### config.mk
export PLATFORM = sky130hd
export DESIGN_NAME = bram_host_seq
export DESIGN_NICKNAME = d
export VERILOG_FILES = /design/src/rtl/bram_host_pkg.sv /design/src/rtl/bram_host_rdfifo.sv /design/src/rtl/bram_host_seq.sv
export SDC_FILE = /design/constraint.sdc
export NUM_CORES = 1
export LEC_CHECK = 0
export ABC_AREA = 1
export BUFFER_PORTS_ARGS = -buffer_cell sky130_fd_sc_hd__buf_2
export CAP_MARGIN = 20
export CORE_UTILIZATION = 40
export CTS_CLUSTER_SIZE = 28
export DETAILED_ROUTE_END_ITERATION = 16
export PLACE_DENSITY = 0.66
export SYNTH_ARGS = -nofsm -noshare
export SYNTH_HDL_FRONTEND = slang
export SYNTH_SLANG_ARGS = --single-unit
### constraint.sdc
create_clock -name clk -period 2.6 [get_ports clk]
set_input_delay 0.65 -clock clk [delete_from_list [all_inputs] [get_ports clk]]
set_output_delay 0.65 -clock clk [all_outputs]
set_load 0.02 [all_outputs]
### src/rtl/bram_host_pkg.sv
// ============================================================================
// Module      : bram_host_pkg
// Description : Shared types and constants for the shared-BRAM host sequencer.
// Revision    : 1.0 - initial release
// ============================================================================
`default_nettype none

package bram_host_pkg;

    typedef enum logic [2:0] {
        IDLE      = 3'd0,
        FILL      = 3'd1,
        WAIT_DONE = 3'd2,
        ACK       = 3'd3,
        DRAIN     = 3'd4,
        FINISH    = 3'd5,
        ERR       = 3'd6
    } state_t;

    localparam logic [3:0] C_WE_FULL = 4'hf;

    // BRAM 1 sits directly above BRAM 0 in the byte address space.
    function automatic int unsigned bram1_base(input int unsigned depth);
        return depth * 4;
    endfunction

endpackage

`default_nettype wire

### src/rtl/bram_host_rdfifo.sv
// ============================================================================
// Module      : bram_host_rdfifo
// Description : 2-entry 32-bit registered FIFO buffering BRAM read data.
// Revision    : 1.0 - initial release
// ============================================================================
`default_nettype none

module bram_host_rdfifo (
    input  logic        clk,
    input  logic        reset,
    input  logic        push,
    input  logic [31:0] push_data,
    input  logic        pop,
    output logic [31:0] pop_data,
    output logic [1:0]  count
);

    logic [31:0] r_mem [2];
    logic        r_wr_ptr;
    logic        r_rd_ptr;
    logic [1:0]  r_count;
    logic        w_do_push;
    logic        w_do_pop;

    assign w_do_push = push && ((r_count != 2'd2) || pop);
    assign w_do_pop  = pop && (r_count != 2'd0);

    always_ff @(posedge clk or negedge reset) begin
        if (!reset) begin
            r_mem[0] <= '0;
            r_mem[1] <= '0;
            r_wr_ptr <= 1'b0;
            r_rd_ptr <= 1'b0;
            r_count  <= 2'd0;
        end else begin
            if (w_do_push) begin
                r_mem[r_wr_ptr] <= push_data;
                r_wr_ptr        <= ~r_wr_ptr;
            end
            if (w_do_pop) begin
                r_rd_ptr <= ~r_rd_ptr;
            end
            case ({w_do_push, w_do_pop})
                2'b10:   r_count <= r_count + 2'd1;
                2'b01:   r_count <= r_count - 2'd1;
                default: r_count <= r_count;
            endcase
        end
    end

    // Gated so the port reads zero whenever nothing is buffered.
    assign pop_data = (r_count != 2'd0) ? r_mem[r_rd_ptr] : 32'd0;
    assign count    = r_count;

endmodule

`default_nettype wire

### src/rtl/bram_host_seq.sv
// ============================================================================
// Module      : bram_host_seq
// Description : PL-side host: loads BRAM 0, runs the accelerator handshake and
//               streams BRAM 1 out. HOST_TIMEOUT_EN adds a handshake watchdog.
// Revision    : 1.0 - initial release
// ============================================================================
`default_nettype none

module bram_host_seq
    import bram_host_pkg::*;
#(
    parameter int DEPTH   = 2048,
    parameter int TIMEOUT = 65535
) (
    input  logic                       clk,
    input  logic                       reset,
    input  logic                       start,
    output logic                       busy,
    output logic                       done,
    output logic                       err,
    input  logic [31:0]                in_data,
    input  logic                       in_valid,
    output logic                       in_ready,
    output logic [31:0]                out_data,
    output logic                       out_valid,
    input  logic                       out_ready,
    output logic [$clog2(DEPTH)+2:0]   bram_addr,
    output logic [31:0]                bram_wrdata,
    output logic [3:0]                 bram_we,
    output logic                       bram_en,
    input  logic [31:0]                bram_rddata,
    output logic [31:0]                ps_control,
    input  logic [31:0]                pl_status
);

    localparam int AW = $clog2(DEPTH) + 3;
    localparam int CW = $clog2(DEPTH) + 1;
    localparam logic [AW-1:0] C_BRAM1_BASE = AW'(bram1_base(DEPTH));
    localparam logic [CW-1:0] C_DEPTH      = CW'(DEPTH);

    state_t        r_state;
    state_t        w_state_nxt;
    logic [CW-1:0] r_wr_cnt;
    logic [CW-1:0] r_rd_cnt;
    logic [CW-1:0] r_pop_cnt;
    logic          r_inflight;
    logic          w_issue;
    logic          w_pop;
    logic          w_ps_req;
    logic [1:0]    w_fifo_count;
    logic [2:0]    w_pending;
    logic          w_unused_status;

    assign w_unused_status = ^pl_status[31:1];

`ifdef HOST_TIMEOUT_EN
    localparam int TW = $clog2(TIMEOUT + 1);
    localparam logic [TW-1:0] C_TO_LAST = TW'(TIMEOUT - 1);
    logic [TW-1:0] r_to_cnt;
`else
    logic w_unused_timeout;
    assign w_unused_timeout = (TIMEOUT != 0);
`endif

    assign out_valid = (w_fifo_count != 2'd0);
    assign w_pop     = out_valid && out_ready;
    assign w_pending = 3'(w_fifo_count) + 3'(r_inflight);
    assign busy      = (r_state != IDLE) && (r_state != ERR);
    assign ps_control = {31'd0, w_ps_req};

    always_comb begin
        w_state_nxt = r_state;
        in_ready    = 1'b0;
        bram_en     = 1'b0;
        bram_we     = 4'h0;
        bram_addr   = '0;
        bram_wrdata = 32'd0;
        done        = 1'b0;
        w_ps_req    = 1'b0;
        w_issue     = 1'b0;
        case (r_state)
            IDLE: begin
                if (start) w_state_nxt = FILL;
            end
            FILL: begin
                in_ready = 1'b1;
                if (in_valid) begin
                    bram_en     = 1'b1;
                    bram_we     = C_WE_FULL;
                    bram_addr   = {r_wr_cnt, 2'b00};
                    bram_wrdata = in_data;
                    if (r_wr_cnt + 1'b1 == C_DEPTH) w_state_nxt = WAIT_DONE;
                end
            end
            WAIT_DONE: begin
                w_ps_req = 1'b1;
                if (pl_status[0]) w_state_nxt = ACK;
`ifdef HOST_TIMEOUT_EN
                else if (r_to_cnt == C_TO_LAST) w_state_nxt = ERR;
`endif
            end
            ACK: begin
                if (!pl_status[0]) w_state_nxt = DRAIN;
`ifdef HOST_TIMEOUT_EN
                else if (r_to_cnt == C_TO_LAST) w_state_nxt = ERR;
`endif
            end
            DRAIN: begin
                // A pop this cycle frees the slot the next read will land in.
                w_issue = (r_rd_cnt != C_DEPTH) &&
                          ((w_pending < 3'd2) || ((w_pending == 3'd2) && w_pop));
                if (w_issue) begin
                    bram_en   = 1'b1;
                    bram_addr = C_BRAM1_BASE + {r_rd_cnt, 2'b00};
                end
                if (w_pop && (r_pop_cnt + 1'b1 == C_DEPTH)) w_state_nxt = FINISH;
            end
            FINISH: begin
                done        = 1'b1;
                w_state_nxt = IDLE;
            end
            ERR: begin
                if (start) w_state_nxt = FILL;
            end
            default: w_state_nxt = IDLE;
        endcase
    end

    always_ff @(posedge clk or negedge reset) begin
        if (!reset) begin
            r_state    <= IDLE;
            r_wr_cnt   <= '0;
            r_rd_cnt   <= '0;
            r_pop_cnt  <= '0;
            r_inflight <= 1'b0;
        end else begin
            r_state    <= w_state_nxt;
            r_inflight <= w_issue;
            if (((r_state == IDLE) || (r_state == ERR)) && start) begin
                r_wr_cnt  <= '0;
                r_rd_cnt  <= '0;
                r_pop_cnt <= '0;
            end else begin
                if ((r_state == FILL) && in_valid) r_wr_cnt <= r_wr_cnt + 1'b1;
                if (w_issue) r_rd_cnt  <= r_rd_cnt + 1'b1;
                if (w_pop)   r_pop_cnt <= r_pop_cnt + 1'b1;
            end
        end
    end

`ifdef HOST_TIMEOUT_EN
    // Restarts on every state change so WAIT_DONE and ACK each get a full budget.
    always_ff @(posedge clk or negedge reset) begin
        if (!reset) begin
            r_to_cnt <= '0;
        end else if (w_state_nxt != r_state) begin
            r_to_cnt <= '0;
        end else if ((r_state == WAIT_DONE) || (r_state == ACK)) begin
            r_to_cnt <= r_to_cnt + 1'b1;
        end
    end

    assign err = (r_state == ERR);
`else
    assign err = 1'b0;
`endif

    bram_host_rdfifo u_rdfifo (
        .clk       (clk),
        .reset     (reset),
        .push      (r_inflight),
        .push_data (bram_rddata),
        .pop       (w_pop),
        .pop_data  (out_data),
        .count     (w_fifo_count)
    );

endmodule

`default_nettype wire

# ---- Yosys cells after proc, flatten, opt, wreduce, memory -nomap -nowiden
# Index checks and enable logic that the tools add are counted.
dict set report op_classes {
  n_addsub 7
  magnitude_cmp 4
  n_eq_ne 20
  muxes 35
  bitwise 4
  reduce_logical 22
}
# cell n
set ops {}
lappend ops {{32-bit 2-to-1 mux} 7}
lappend ops {{12-bit 2-to-1 mux} 6}
lappend ops {{64-bit bitwise mux} 1}
lappend ops {{12-bit by 1-bit adder with 12-bit output, second input constant} 3}
lappend ops {{32-bit demux with 1-bit select} 1}
lappend ops {{14-bit 2-to-1 mux} 2}
lappend ops {{14-bit case mux with 2 select lines} 1}
lappend ops {{12-bit == test, second input constant} 2}
lappend ops {{3-bit 2-to-1 mux} 6}
lappend ops {{3-bit case mux with 5 select lines} 1}
lappend ops {{14-bit adder, first input constant} 1}
lappend ops {{12-bit != test, second input constant} 1}
lappend ops {{2-bit != test, second input constant} 6}
lappend ops {{1-bit logical AND} 10}
lappend ops {{2-bit nonzero test} 5}
lappend ops {{3-bit by 2-bit == test with 1-bit output, second input constant} 3}
lappend ops {{3-bit == test, second input constant} 3}
lappend ops {{4-bit 2-to-1 mux} 2}
lappend ops {{1-bit 2-to-1 mux} 6}
lappend ops {{6-bit AND reduction} 1}
lappend ops {{2-bit greater-or-equal comparator, second input constant} 2}
lappend ops {{1-bit NOT with 2-bit output} 2}
lappend ops {{2-bit case mux with 2 select lines} 1}
lappend ops {{2-bit by 1-bit adder with 3-bit output} 1}
lappend ops {{other kinds (15)} 18}
dict set report word_totals {
  reg_bits 108
  inputBits 101
  output_inout_bits 120
}

# ---- Logic depth before layout (Yosys ltp)
# Gate-level depths: netlist of the first run.
dict set report logic_depth {
  ltp_word 8
  ltp_mapped 13
  ltp_nobuf 13
}

# ---- By module
# From an unflattened synthesis of the first run, not the netlist that was laid out.
dict set report hier_totals {
  cells_unflattened 895
  area_unflattened_um2 6595.1
}
# module n_inst cells_per_inst area_per_inst_um2
set modules_own_cells {}
lappend modules_own_cells {bram_host_rdfifo 1 416 3328.2}
lappend modules_own_cells {bram_host_seq 1 479 3266.9}

# ---- Worst setup path after synthesis of the first run
# No wires, ideal clock.
dict set report synth_path {
  path_kind {reg2out}
  start {reg u_rdfifo.r_count[0] (netlist: u_rdfifo.count[0])}
  end {out bram_addr[11]}
  arrival_ps 1687
  required_time_ps 1950
  slack_ps 263
  stages_incl_launch_ff 8
  path_buffers 1
  cell_sequence {dfrtp_1 ha_1 inv_1 ha_1 a31o_2 nand3_2 buf_2 o22ai_1}
}
dict set report synth_via {
  elab_chain_len 7
}
# element line
set synth_rtl {}
lappend synth_rtl {{from (decl)} bram_host_rdfifo.sv:21} ;# logic [1:0] r_count;
lappend synth_rtl {{from (signal assigned)} bram_host_rdfifo.sv:44} ;# 2'b10: r_count <= r_count + 2'd1;
lappend synth_rtl {{from (signal assigned)} bram_host_rdfifo.sv:45} ;# 2'b01: r_count <= r_count - 2'd1;
lappend synth_rtl {{from (signal assigned)} bram_host_rdfifo.sv:46} ;# default: r_count <= r_count;
lappend synth_rtl {{parallel branches: the longest is 3 deep, another holds 2-bit by 1-bit adder with 3-bit output} -}
lappend synth_rtl {{1-bit logical OR (*)} bram_host_seq.sv:111} ;# ((w_pending < 3'd2) || ((w_pending == 3'd2) && w_pop));
lappend synth_rtl {{1-bit logical AND (*)} bram_host_seq.sv:110} ;# w_issue = (r_rd_cnt != C_DEPTH) &&
lappend synth_rtl {{14-bit 2-to-1 mux (*)} bram_host_seq.sv:112} ;# if (w_issue) begin
lappend synth_rtl {{14-bit case mux with 2 select lines (*)} bram_host_seq.sv:81} ;# case (r_state)
lappend synth_rtl {{to (decl)} bram_host_seq.sv:27} ;# output logic [$clog2(DEPTH)+2:0] bram_addr,
# Mark *: on every way between the ends.

# ---- Worst setup path in the final report of the first run
dict set report layout_path {
  start {reg r_inflight}
  end {out bram_addr[6]}
}
dict set report layout_via {
  elab_chain_len 7
}
# element line
set layout_rtl {}
lappend layout_rtl {{from (decl)} bram_host_seq.sv:46} ;# logic r_inflight;
lappend layout_rtl {{from (signal assigned)} bram_host_seq.sv:138} ;# r_inflight <= w_issue;
lappend layout_rtl {{2-bit by 1-bit adder with 3-bit output (*)} bram_host_seq.sv:67} ;# assign w_pending = 3'(w_fifo_count) + 3'(r_inflight);
lappend layout_rtl {{parallel branches: the longest is 2 deep, another holds 3-bit by 2-bit less-than comparator with 1-bit output} -}
lappend layout_rtl {{1-bit logical OR (*)} bram_host_seq.sv:111}
lappend layout_rtl {{1-bit logical AND (*)} bram_host_seq.sv:110}
lappend layout_rtl {{14-bit 2-to-1 mux (*)} bram_host_seq.sv:112}
lappend layout_rtl {{14-bit case mux with 2 select lines (*)} bram_host_seq.sv:81}
# Marks and branches as above.

==> results.md, run 1 <==
| Item | Reported | Unit |
|:---|:---|:---|
| First-pass GRT wire length | 25000 | um |
| Total count of max-transition violations in the final report | 0 | - |
| Final setup violation count | 8 | - |
| Final hold violation count | 0 | - |
| DRT Pass-1 Iters | 5 | - |
| Antenna Nets Post-Route | 0 | - |
| Crit path required time | 1950 | ps |
| Relative area change from synthesis to final layout | 22.7 | % |
| Num CTS Buffers | 9 | - |
| Core footprint | 0.0153 | mm2 |
| Slew at the pin closest to its max-slew limit | 544 | ps |
| Max-slew headroom at the worst pin | 63.7 | % |
| Period utilization | 101 | % |
| Setup repair after global routing missed its margin | true | - |
| Share of cells above drive strength 1 | 26.1 | % |
| Nature of the critical path startpoint | register | - |
| Most frequently used flop master after synthesis | sky130_fd_sc_hd__dfrtp_1 | - |
| Post-detail-place hpwl | 10500 | um |
| Combinational Power Share | 46.0 | % |
| Internal portion of total power | 4.18 | mW |
| Most repeated cell in the gate-level netlist after synthesis | sky130_fd_sc_hd__nand2_1 | - |
| Sequential fraction of the synthesis area | 42.7 | % |
| Failing checks | negative setup slack | - |
| Width of the chip | 128 | um |
| Cell row count | 45 | - |
| Fill cell total of the finished layout | 1554 | - |
| Combined area of all synthesized cells | 0.00633 | mm2 |
| Max Freq | 381 | MHz |
| Area occupied by registers | 0.00270 | mm2 |
| Top post-synthesis cells by count | 269 x sky130_fd_sc_hd__nand2_1, 108 x sky130_fd_sc_hd__dfrtp_1, 81 x sky130_fd_sc_hd__inv_1, 62 x sky130_fd_sc_hd__nor2_1, 54 x sky130_fd_sc_hd__o21ai_0 | - |
| Initial Utilization | 41.3 | % |
| Final Hold Slack | 257 | ps |
| Io pins | 221 | - |
| Clock-pin slew on the worst setup and hold paths | 70 | ps |
| Data arrival time at the worst-slack endpoint | 1980 | ps |
| Switch share | 43.9 | % |
| Placer's final routability congestion estimate | 0.835 | - |
| Total global-route track usage | 19.1 | % |
| Number of remaining DRC errors | 0 | - |
| Post-synthesis cell type count | 33 | - |
| Chip height | 128 | um |
| Antenna violations before repair | 0 | - |
| Area fraction of the dominant cell type after synthesis | 42.7 | % |
| Outcome | finished with violations | - |
| Relative contribution of the clock network to total power | 18.5 | % |
| Number of max-cap violations | 0 | - |
| Largest cells by area after synthesis | sky130_fd_sc_hd__dfrtp_1 43%, sky130_fd_sc_hd__nand2_1 16%, sky130_fd_sc_hd__inv_1 4.8% | - |
| Maximum resistive drop on vdd | 0.000672 | V |
| Source-to-sink clock delay at the later pin of the worst-skew pair | 350 | ps |
| Number of buffers between clock root and the deepest sink | 2 | - |
| Library cell with the largest summed area after synthesis | sky130_fd_sc_hd__dfrtp_1 | - |
| Iteration-0 DRC count of the detailed router | 374 | - |
| Overflow after GRT | 0 | - |
| Drt via density | 4.81 | - |
| Die Footprint | 0.0163 | mm2 |
| Hold WC Path Type | in2async | - |
| Multi-input combinational cell area | 0.00311 | mm2 |
| Post-Syn Area per Cell | 7.45 | um2 |
| Total routed wirelength | 15200 | um |
| Leakage power total | 3.96 | nW |
| Synth Warn # | 0 | - |
| Number of buffers inserted by hold repair at cts | 0 | - |
| Post-layout instance area | 0.00777 | mm2 |
| Worst-case setup margin in the final layout | -26.4 | ps |
| Number of enable-type register cells in the synthesized netlist | 0 | - |
| Port Buffer Count | 155 | - |
| Number of sinks handled by clock tree synthesis | 108 | - |
| Critical path class | reg2out | - |
| Crit end category | primary output | - |
| Ratio of total power to cell area | 960 | mW/mm2 |
| Relative contribution of sequential cells to total power | 35.4 | % |
| Cells after Synth | 850 | - |
| Cells on worst reg2reg path | 8 | - |
| Clock root buffer | sky130_fd_sc_hd__clkbuf_16 | - |
| Vias | 5825 | - |
| Clk_skew | 9.51 | ps |
| Number of nets in the final layout | 1104 | - |
| Min Clock Period, post-route | 2630 | ps |
| Instance area at placement | 0.00720 | mm2 |
| Switch Pwr | 3.27 | mW |
| Clock tree from TritonCTS | yes | - |
| Worst-path maximum fanout | 5 | - |
| Pin count of the biggest net entering global routing | 66 | - |
| Vias in the first global route | 5256 | - |
| Antenna cells | 0 | - |
| Max H-tree Level | 3 | - |
| Routed len/inst | 12.5 | um |
| Post-synthesis async set-or-reset flop share | 100 | % |
| Number of flip-flops and latches in the synthesized netlist | 108 | - |
-- flip-flops by register name, indices dropped and copies added (netlist names) --
| signal | cells |
|---|---|
| u_rdfifo.r_rd_ptr | 1 |
| u_rdfifo.r_wr_ptr | 1 |
| r_wr_cnt | 12 |
| r_pop_cnt | 12 |
| r_state | 3 |
| r_rd_cnt | 12 |
| u_rdfifo.r_mem | 64 |
| r_inflight | 1 |
| u_rdfifo.count | 2 |
-- layout make-up --
| class | instances | area share [%] |
|---|---|---|
| clock buffer | 10 | 2.95 |
| timing repair buffer | 174 | 13.6 |
| inverter | 89 | 4.40 |
| clock inverter | 5 | 0.773 |
| multi-input combinational | 613 | 40.1 |
| sequential | 108 | 34.8 |
| tap | 211 | 3.40 |
-- path summary, 6_finish.rpt --
| kind | from | slack, ps | to |
|---|---|---|---|
| max | r_inflight | -30 | bram_addr[6] |
| min reg2reg | u_rdfifo.r_mem[33] | 480 | u_rdfifo.r_mem[33] |
| min in group clk | u_rdfifo.r_mem[33] | 480 | u_rdfifo.r_mem[33] |
| min | reset | 260 | u_rdfifo.r_mem[28] |
| max reg2reg | r_state[1] | 610 | r_wr_cnt[0] |
| max in group asynchronous | reset | 1640 | u_rdfifo.r_mem[12] |
-- layout by cell type (no fill, tap or decap), types with 9 or more instances in the layout --
cell type                   synthesis  routed
sky130_fd_sc_hd__o21ai_1           13      13
sky130_fd_sc_hd__nand3_1           39      39
sky130_fd_sc_hd__nor2_1            62      60
sky130_fd_sc_hd__o21ai_0           54      52
sky130_fd_sc_hd__xor2_1            10      10
sky130_fd_sc_hd__buf_4             39      14
sky130_fd_sc_hd__inv_1             81      79
sky130_fd_sc_hd__dfrtp_1          108     108
sky130_fd_sc_hd__clkbuf_16          0       9
sky130_fd_sc_hd__nand2_1          269     266
sky130_fd_sc_hd__o22ai_1           21      12
sky130_fd_sc_hd__a21oi_1           35      35
sky130_fd_sc_hd__nand4_1           11      11
sky130_fd_sc_hd__conb_1             1      34
sky130_fd_sc_hd__buf_2              3     142
sky130_fd_sc_hd__o21ai_2           23      25
sky130_fd_sc_hd__buf_6              6      13
-- metal layers --
layer	vias up	part of all wire, %	global-route usage (%)
li1	2935	-	-
met1	2662	47	25.1
met2	204	45	30.9
met3	24	5.1	3.96
met4	0	2.7	7.40
met5	-	0	0
-- kinds of logic after synthesis --
| family | Yosys count | synth area share [%] |
|---|---|---|
| simple gates | 410 | 27.6 |
| xor+xnor | 12 | 1.66 |
| flops | 108 | 42.7 |
| fa+ha+maj | 8 | 1.58 |
| other cells | 1 | 0.0593 |
| buf+inv | 162 | 12.7 |
| compound gates | 149 | 13.7 |
-- power groups by stage --
| stage | registers, mW | clock network (mW) | logic [mW] |
|---|---|---|---|
| after floorplan | 2.57 | 0 | 2.40 |
| after global placement | 2.64 | 0 | 3.27 |
| after detailed placement | 2.66 | 0 | 3.29 |
| after CTS | 2.63 | 1.43 | 3.42 |
| after global routing | 2.71 | 1.48 | 3.80 |
| final | 2.64 | 1.38 | 3.43 |
-- worst max-delay path: stages, from the launching register on --
cell and delay, ps:
sky130_fd_sc_hd__dfrtp_1 380, sky130_fd_sc_hd__ha_2 200, sky130_fd_sc_hd__ha_2 170, sky130_fd_sc_hd__nor2_2 90, sky130_fd_sc_hd__a31o_4 170, sky130_fd_sc_hd__nand3_4 140, sky130_fd_sc_hd__buf_6 200, sky130_fd_sc_hd__o22ai_2 130
sky130_fd_sc_hd__buf_6 150
-- stage by stage --
stage	TNS (ps)	setup slack (ps)	instances	util, %	power (mW)
global placement	0	172	1193	47.0	5.90
finish	-98.2	-26.4	1210	50.7	7.46
floorplan	0	263	883	-	4.97
CTS	-244	-31.4	1210	50.5	7.49
global route	-963	-95.9	1210	50.7	8.00
detailed placement	0	173	1193	47.0	5.95
-- timing repair --
| item | in CTS | in global routing |
|---|---|---|
| gates cloned | 1 | 0 |
| buffers inserted | 1 | 0 |
| pin swaps | 4 | 5 |
| endpoints found under the setup margin | 17 | 29 |
| resized for setup | 53 | 12 |
(Power assumes the default switching activity.)
==> run 2: changes to the inputs <==
--- a/config.mk
+++ b/config.mk
@@ -12,6 +12,8 @@
 export CTS_CLUSTER_SIZE = 28
 export DETAILED_ROUTE_END_ITERATION = 16
 export PLACE_DENSITY = 0.66
+export RECOVER_POWER = 50
 export SYNTH_ARGS = -nofsm -noshare
 export SYNTH_HDL_FRONTEND = slang
 export SYNTH_SLANG_ARGS = --single-unit
+export TNS_END_PERCENT = 10
==> results.md, run 2 (synthesized netlist as in run 1, its figures left out) <==
| Item | Reported | Unit | vs previous |
|:---|:---|:---|:---|
| Outcome | finished with violations | - |  |
| Failing checks | max-capacitance violations, max-slew violations, negative setup slack | - |  |
| Antenna Nets Post-Route | 0 | - | unchanged |
| Cell row count | 45 | - | unchanged |
| First-pass GRT wire length | 25000 | um | unchanged |
| Vias in the first global route | 5256 | - | unchanged |
| Commonest non-fill, non-tap cells in the layout | 267 x sky130_fd_sc_hd__nand2_1, 143 x sky130_fd_sc_hd__buf_2, 108 x sky130_fd_sc_hd__dfrtp_1 | - |  |
| Antenna violations before repair | 0 | - | unchanged |
| Chip height | 128 | um | unchanged |
| Worst slack, placed | 173 | ps | unchanged |
| Io pins | 221 | - | unchanged |
| Top reg by flops | u_rdfifo.r_mem | - |  |
| Data arrival time at the worst-slack endpoint | 1980 | ps | about the same |
| Total global-route track usage | 19.1 | % | unchanged |
| Clock-pin slew on the worst setup and hold paths | 70 | ps | about the same |
| Post-detail-place hpwl | 10500 | um | unchanged |
| Placer's final routability congestion estimate | 0.835 | - | unchanged |
| Final hold violation count | 0 | - | unchanged |
| Width of the chip | 128 | um | unchanged |
| Setup repair after global routing missed its margin | true | - |  |
| Number of remaining DRC errors | 0 | - | unchanged |
| Number of buffers between clock root and the deepest sink | 2 | - | unchanged |
| Max Freq | 381 | MHz | about the same |
| Crit path required time | 1950 | ps | about the same |
| Clk_skew | 9.15 | ps | -0.358 ps |
| Leakage power total | 3.94 | nW | -0.51% |
| Iteration-0 DRC count of the detailed router | 388 | - | +3.7% |
| Worst-case setup margin in the final layout | -26.1 | ps | +0.315 ps |
| Relative area change from synthesis to final layout | 21.7 | % |  |
| Accumulated negative setup slack | -89.7 | ps | +8.50 ps |
| Number of sinks handled by clock tree synthesis | 108 | - | unchanged |
| Largest register FFs | 64 | - | unchanged |
| Nature of the critical path startpoint | register | - |  |
| Ratio of total power to cell area | 960 | mW/mm2 | about the same |
| Final setup violation count | 5 | - | -3 |
| Period utilization | 101 | % | about the same |
| Die Footprint | 0.0163 | mm2 | unchanged |
| Crit end category | primary output | - |  |
| Number of nets in the final layout | 1104 | - | unchanged |
| DRT Pass-1 Iters | 5 | - | unchanged |
| Min Clock Period, post-route | 2630 | ps | -0.315 ps |
| Core footprint | 0.0153 | mm2 | unchanged |
| Antenna cells | 0 | - | unchanged |
| Source-to-sink clock delay at the later pin of the worst-skew pair | 350 | ps | about the same |
| Max-slew headroom at the worst pin | -33.5 | % | -97 points |
| Drt via density | 4.82 | - | about the same |
| Routed len/inst | 12.5 | um | -0.34% |
| Total routed wirelength | 15100 | um | -0.34% |
| Clock root buffer | sky130_fd_sc_hd__clkbuf_16 | - |  |
| Num CTS Buffers | 9 | - | unchanged |
| Initial Utilization | 41.3 | % | unchanged |
| Final core utilization | 50.3 | % | -0.44 points |
| Hold WC Path Type | reg2reg | - |  |
| Max H-tree Level | 3 | - | unchanged |
| Total count of max-transition violations in the final report | 38 | - | +38 |
| Share of cells above drive strength 1 | 25.4 | % | -0.70 points |
| Number of max-cap violations | 1 | - | +1 |
| Leading cell type in the layout, fill and taps excluded | sky130_fd_sc_hd__nand2_1 | - |  |
| Clock tree from TritonCTS | yes | - |  |
| Slew at the pin closest to its max-slew limit | 2000 | ps | +1460 ps |
| Worst-path maximum fanout | 5 | - | unchanged |
| Port Buffer Count | 155 | - | unchanged |
| Maximum resistive drop on vdd | 0.000637 | V | -5.2% |
| Critical path class | reg2out | - |  |
| Final Power | 7.39 | mW | -0.87% |
| Vias | 5828 | - | +0.052% |
| Overflow after GRT | 0 | - | unchanged |
| Final Hold Slack | 482 | ps | +226 ps |
| Pin count of the biggest net entering global routing | 66 | - | unchanged |
## run 2: cell count changes in the layout (fill, tap and decap cells not counted), sizes merged
cell / change
clkbuf: +3
buf: -3
## run 2: final cells by class
type,instances,area [um2]
fill,1561,7610
multi-input combinational,613,3090
inverter,89,337
clock inverter,5,60.1
timing repair buffer,174,1020
tap,211,264
clock buffer,10,229
sequential,108,2700
## run 2: what timing repair did
action / in CTS / in global routing
buffers inserted: 1 / 0
pin swaps: 4 / 5
hold buffers: 0 / 0
resized for setup: 53 / 6
cloned: 1 / 0
endpoints found under the setup margin: 17 / 29
## run 2: critical path, stage by stage, from the launching register on
cell and delay [ps]:
sky130_fd_sc_hd__dfrtp_1 380, sky130_fd_sc_hd__ha_2 200, sky130_fd_sc_hd__ha_2 170, sky130_fd_sc_hd__nor2_2 90
sky130_fd_sc_hd__a31o_4 170, sky130_fd_sc_hd__nand3_4 140, sky130_fd_sc_hd__buf_6 190, sky130_fd_sc_hd__o22ai_2 130
sky130_fd_sc_hd__buf_6 150
## run 2: worst paths after layout
kind	start	endpoint	slack, ps	cells after the start
max	r_inflight	bram_addr[6]	-30	8
min	u_rdfifo.r_mem[33]	u_rdfifo.r_mem[33]	480	2
max reg2reg	u_rdfifo.count[0]	u_rdfifo.r_mem[51]	230	11
min reg2reg	u_rdfifo.r_mem[33]	u_rdfifo.r_mem[33]	480	2
max in group asynchronous	reset	u_rdfifo.r_mem[12]	380	2
min in group asynchronous	reset	u_rdfifo.r_mem[28]	850	1
## run 2: metal layers
metal,wire [um],vias up,part of all wire [%],global-route usage [%]
met5,0,-,0,0
met4,411,0,2.7,7.40
met3,931,26,6.2,3.96
met2,6820,232,45,30.9
met1,6930,2644,46,25.1
li1,-,2926,-,-
## run 2: metrics by stage
stage / std cells / area, um2
finish: 1210 / 7700
global route: 1210 / 7700
CTS: 1210 / 7730
detailed placement: 1193 / 7200
global placement: 1193 / 7200
floorplan: 883 / 6450
## run 2: power breakdown
group	internal [mW]	switching [mW]
registers	2.25	0.383
clock network	0.748	0.632
logic	1.15	2.22
total	4.15	3.24
==> run 3: changes to the inputs <==
--- a/config.mk
+++ b/config.mk
@@ -11,7 +11,7 @@
 export CORE_UTILIZATION = 40
 export CTS_CLUSTER_SIZE = 28
 export DETAILED_ROUTE_END_ITERATION = 16
-export PLACE_DENSITY = 0.66
+export PLACE_DENSITY_LB_ADDON = 0.1
 export RECOVER_POWER = 50
 export SYNTH_ARGS = -nofsm -noshare
 export SYNTH_HDL_FRONTEND = slang
==> results.md, run 3 (synthesized netlist as in run 1, its figures left out) <==
| Item | Reported | Unit | vs previous |
|:---|:---|:---|:---|
| Outcome | complete, no violations | - |  |
| Relative area change from synthesis to final layout | 21.2 | % |  |
| Critical path class | reg2out | - |  |
| Iteration-0 DRC count of the detailed router | 300 | - | -23% |
| Leading cell type in the layout, fill and taps excluded | sky130_fd_sc_hd__nand2_1 | - |  |
| Width of the chip | 128 | um | unchanged |
| Nature of the critical path startpoint | register | - |  |
| Hold WC Path Type | in2async | - |  |
| Core footprint | 0.0153 | mm2 | unchanged |
| Crit end category | primary output | - |  |
| Fill cell total of the finished layout | 1612 | - | +3.3% |
| Largest register FFs | 64 | - | unchanged |
| Clock root buffer | sky130_fd_sc_hd__clkbuf_16 | - |  |
| Crit path largest cell delay | 380 | ps | about the same |
| Slew at the pin closest to its max-slew limit | 1400 | ps | -607 ps |
| Io pins | 221 | - | unchanged |
| Chip height | 128 | um | unchanged |
| Area occupied by registers | 0.00270 | mm2 | unchanged |
| Max Freq | 385 | MHz | +1.1% |
| Total global-route track usage | 19.4 | % | +0.27 points |
| Min Clock Period, post-route | 2600 | ps | -27.8 ps |
| Setup repair after global routing missed its margin | true | - |  |
| Placer's final routability congestion estimate | 0.835 | - | about the same |
| Routed len/inst | 12.4 | um | -0.57% |
| Vias | 5685 | - | -2.5% |
| Initial Utilization | 41.3 | % | unchanged |
| Total routed wirelength | 15000 | um | -0.40% |
| Critical path's top delay family | flip-flops | - |  |
| Most used cell, CP | sky130_fd_sc_hd__ha_2 | - |  |
| Data arrival time at the worst-slack endpoint | 1950 | ps | -30 ps |
| Worst slack, placed | 79.7 | ps | -92.9 ps |
| Num CTS Buffers | 9 | - | unchanged |
| First-pass GRT wire length | 25300 | um | +1.4% |
| Number of max-cap violations | 0 | - | -1 |
| Top reg by flops | u_rdfifo.r_mem | - |  |
| Cell row count | 45 | - | unchanged |
| Ratio of total power to cell area | 955 | mW/mm2 | -0.48% |
| Worst-path maximum fanout | 7 | - | +2 |
| Clock-pin slew on the worst setup and hold paths | 80 | ps | about the same |
| Overflow after GRT | 0 | - | unchanged |
| Multi-input combinational cell area | 0.00304 | mm2 | -1.3% |
| Pin count of the biggest net entering global routing | 65 | - | -1.5% |
| Maximum resistive drop on vdd | 0.000598 | V | -6.2% |
| Crit path required time | 1950 | ps | about the same |
| Period utilization | 99.9 | % | -1.1 points |
| Leakage power total | 3.93 | nW | about the same |
| Clk_skew | 5.96 | ps | -3.19 ps |
| Vias in the first global route | 5295 | - | +0.74% |
| Share of cells above drive strength 1 | 25.1 | % | -0.33 points |
| Drt via density | 4.69 | - | -2.6% |
| Max-slew headroom at the worst pin | 6.98 | % | +40 points |
| Number of nets in the final layout | 1104 | - | unchanged |
| Die Footprint | 0.0163 | mm2 | unchanged |
| Number of buffers between clock root and the deepest sink | 2 | - | unchanged |
| Clock tree from TritonCTS | yes | - |  |
| DRT Pass-1 Iters | 5 | - | unchanged |
| Number of sinks handled by clock tree synthesis | 108 | - | unchanged |
| Antenna violations before repair | 1 | - | +1 |
| Worst-case setup margin in the final layout | 1.73 | ps | +27.8 ps |
| Number of remaining DRC errors | 0 | - | unchanged |
| Final setup violation count | 0 | - | -5 |
| Antenna Nets Post-Route | 0 | - | unchanged |
| Source-to-sink clock delay at the later pin of the worst-skew pair | 350 | ps | about the same |
| Total buffers and inverters traversed by the critical path | 2 | - | unchanged |
| Worst path slowest cell | sky130_fd_sc_hd__dfrtp_1 | - |  |
| Port Buffer Count | 155 | - | unchanged |
| Final core utilization | 50.1 | % | -0.20 points |
| Cell breakdown of the critical path | ha_2 -> ha_2 -> nor2_2 -> a31o_4 -> nand3_4 -> buf_8 -> o22ai_2 -> buf_6 | - |  |
| Max H-tree Level | 3 | - | unchanged |
| Commonest non-fill, non-tap cells in the layout | 269 x sky130_fd_sc_hd__nand2_1, 146 x sky130_fd_sc_hd__buf_2, 108 x sky130_fd_sc_hd__dfrtp_1 | - |  |
| Final hold violation count | 0 | - | unchanged |
| Total count of max-transition violations in the final report | 0 | - | -100% |
| Post-detail-place hpwl | 10400 | um | -0.70% |
run 3: cell count changes in the layout (fill, tap and decap cells not counted), moves of 3 or more:
cell	previous run	this run
sky130_fd_sc_hd__o22ai_4	5	2
sky130_fd_sc_hd__buf_2	143	146
sky130_fd_sc_hd__buf_12	2	5
sky130_fd_sc_hd__buf_6	13	9
sky130_fd_sc_hd__o21ai_1	12	15
sky130_fd_sc_hd__inv_8	0	3
run 3: power by group:
part | switching (mW) | internal, mW | leakage (nW)
clock | 0.667 | 0.673 | 0.135
sequential | 0.360 | 2.25 | 1.44
combinational | 2.21 | 1.16 | 2.36
run 3: per-layer routing:
layer / vias to the layer above / share of wire, % / routed length [um] / GRT usage (%)
met5: - / 0 / 0 / 0
met4: 0 / 1.2 / 186 / 4.84
met3: 9 / 6.1 / 912 / 4.63
met2: 170 / 47 / 7010 / 32.7
met1: 2576 / 46 / 6930 / 24.9
li1: 2930 / - / - / -
run 3: final cells by class:
type	instances	share of cell area [%]
timing repair buffer	174	13.5
antenna	1	0.0326
inverter	89	4.36
clock inverter	6	0.751
tap	211	3.44
clock buffer	10	2.99
multi-input combinational	613	39.7
sequential	108	35.2
run 3: repair_timing:
action / CTS / global route
pin swaps: 1 / 2
hold buffers: 0 / 0
gates resized for setup: 31 / 8
endpoints found under the setup margin: 13 / 18
buffers inserted: 2 / 1
run 3: final timing paths:
path | to | from | cells past startpoint | slack, ps
max reg2reg | u_rdfifo.r_mem[62] | u_rdfifo.count[0] | 11 | 360
min | u_rdfifo.r_mem[60] | reset | 1 | 270
min in group clk | u_rdfifo.r_mem[36] | u_rdfifo.r_mem[36] | 2 | 480
min reg2reg | u_rdfifo.r_mem[36] | u_rdfifo.r_mem[36] | 2 | 480
max | bram_addr[12] | u_rdfifo.count[0] | 8 | 2
max in group asynchronous | r_wr_cnt[4] | reset | 2 | 550
run 3: metrics by stage:
stage	TNS, ps	total power, mW	hold slack, ps	cells	cell area (um2)
2_1_floorplan	0	4.97	354	883	6450
3_3_place_gp	0	5.94	466	1192	7220
3_5_place_dp	0	5.97	467	1192	7220
4_1_cts	-272	7.42	111	1210	7650
5_1_grt	-855	7.93	309	1211	7670
6_report	0	7.33	267	1212	7670
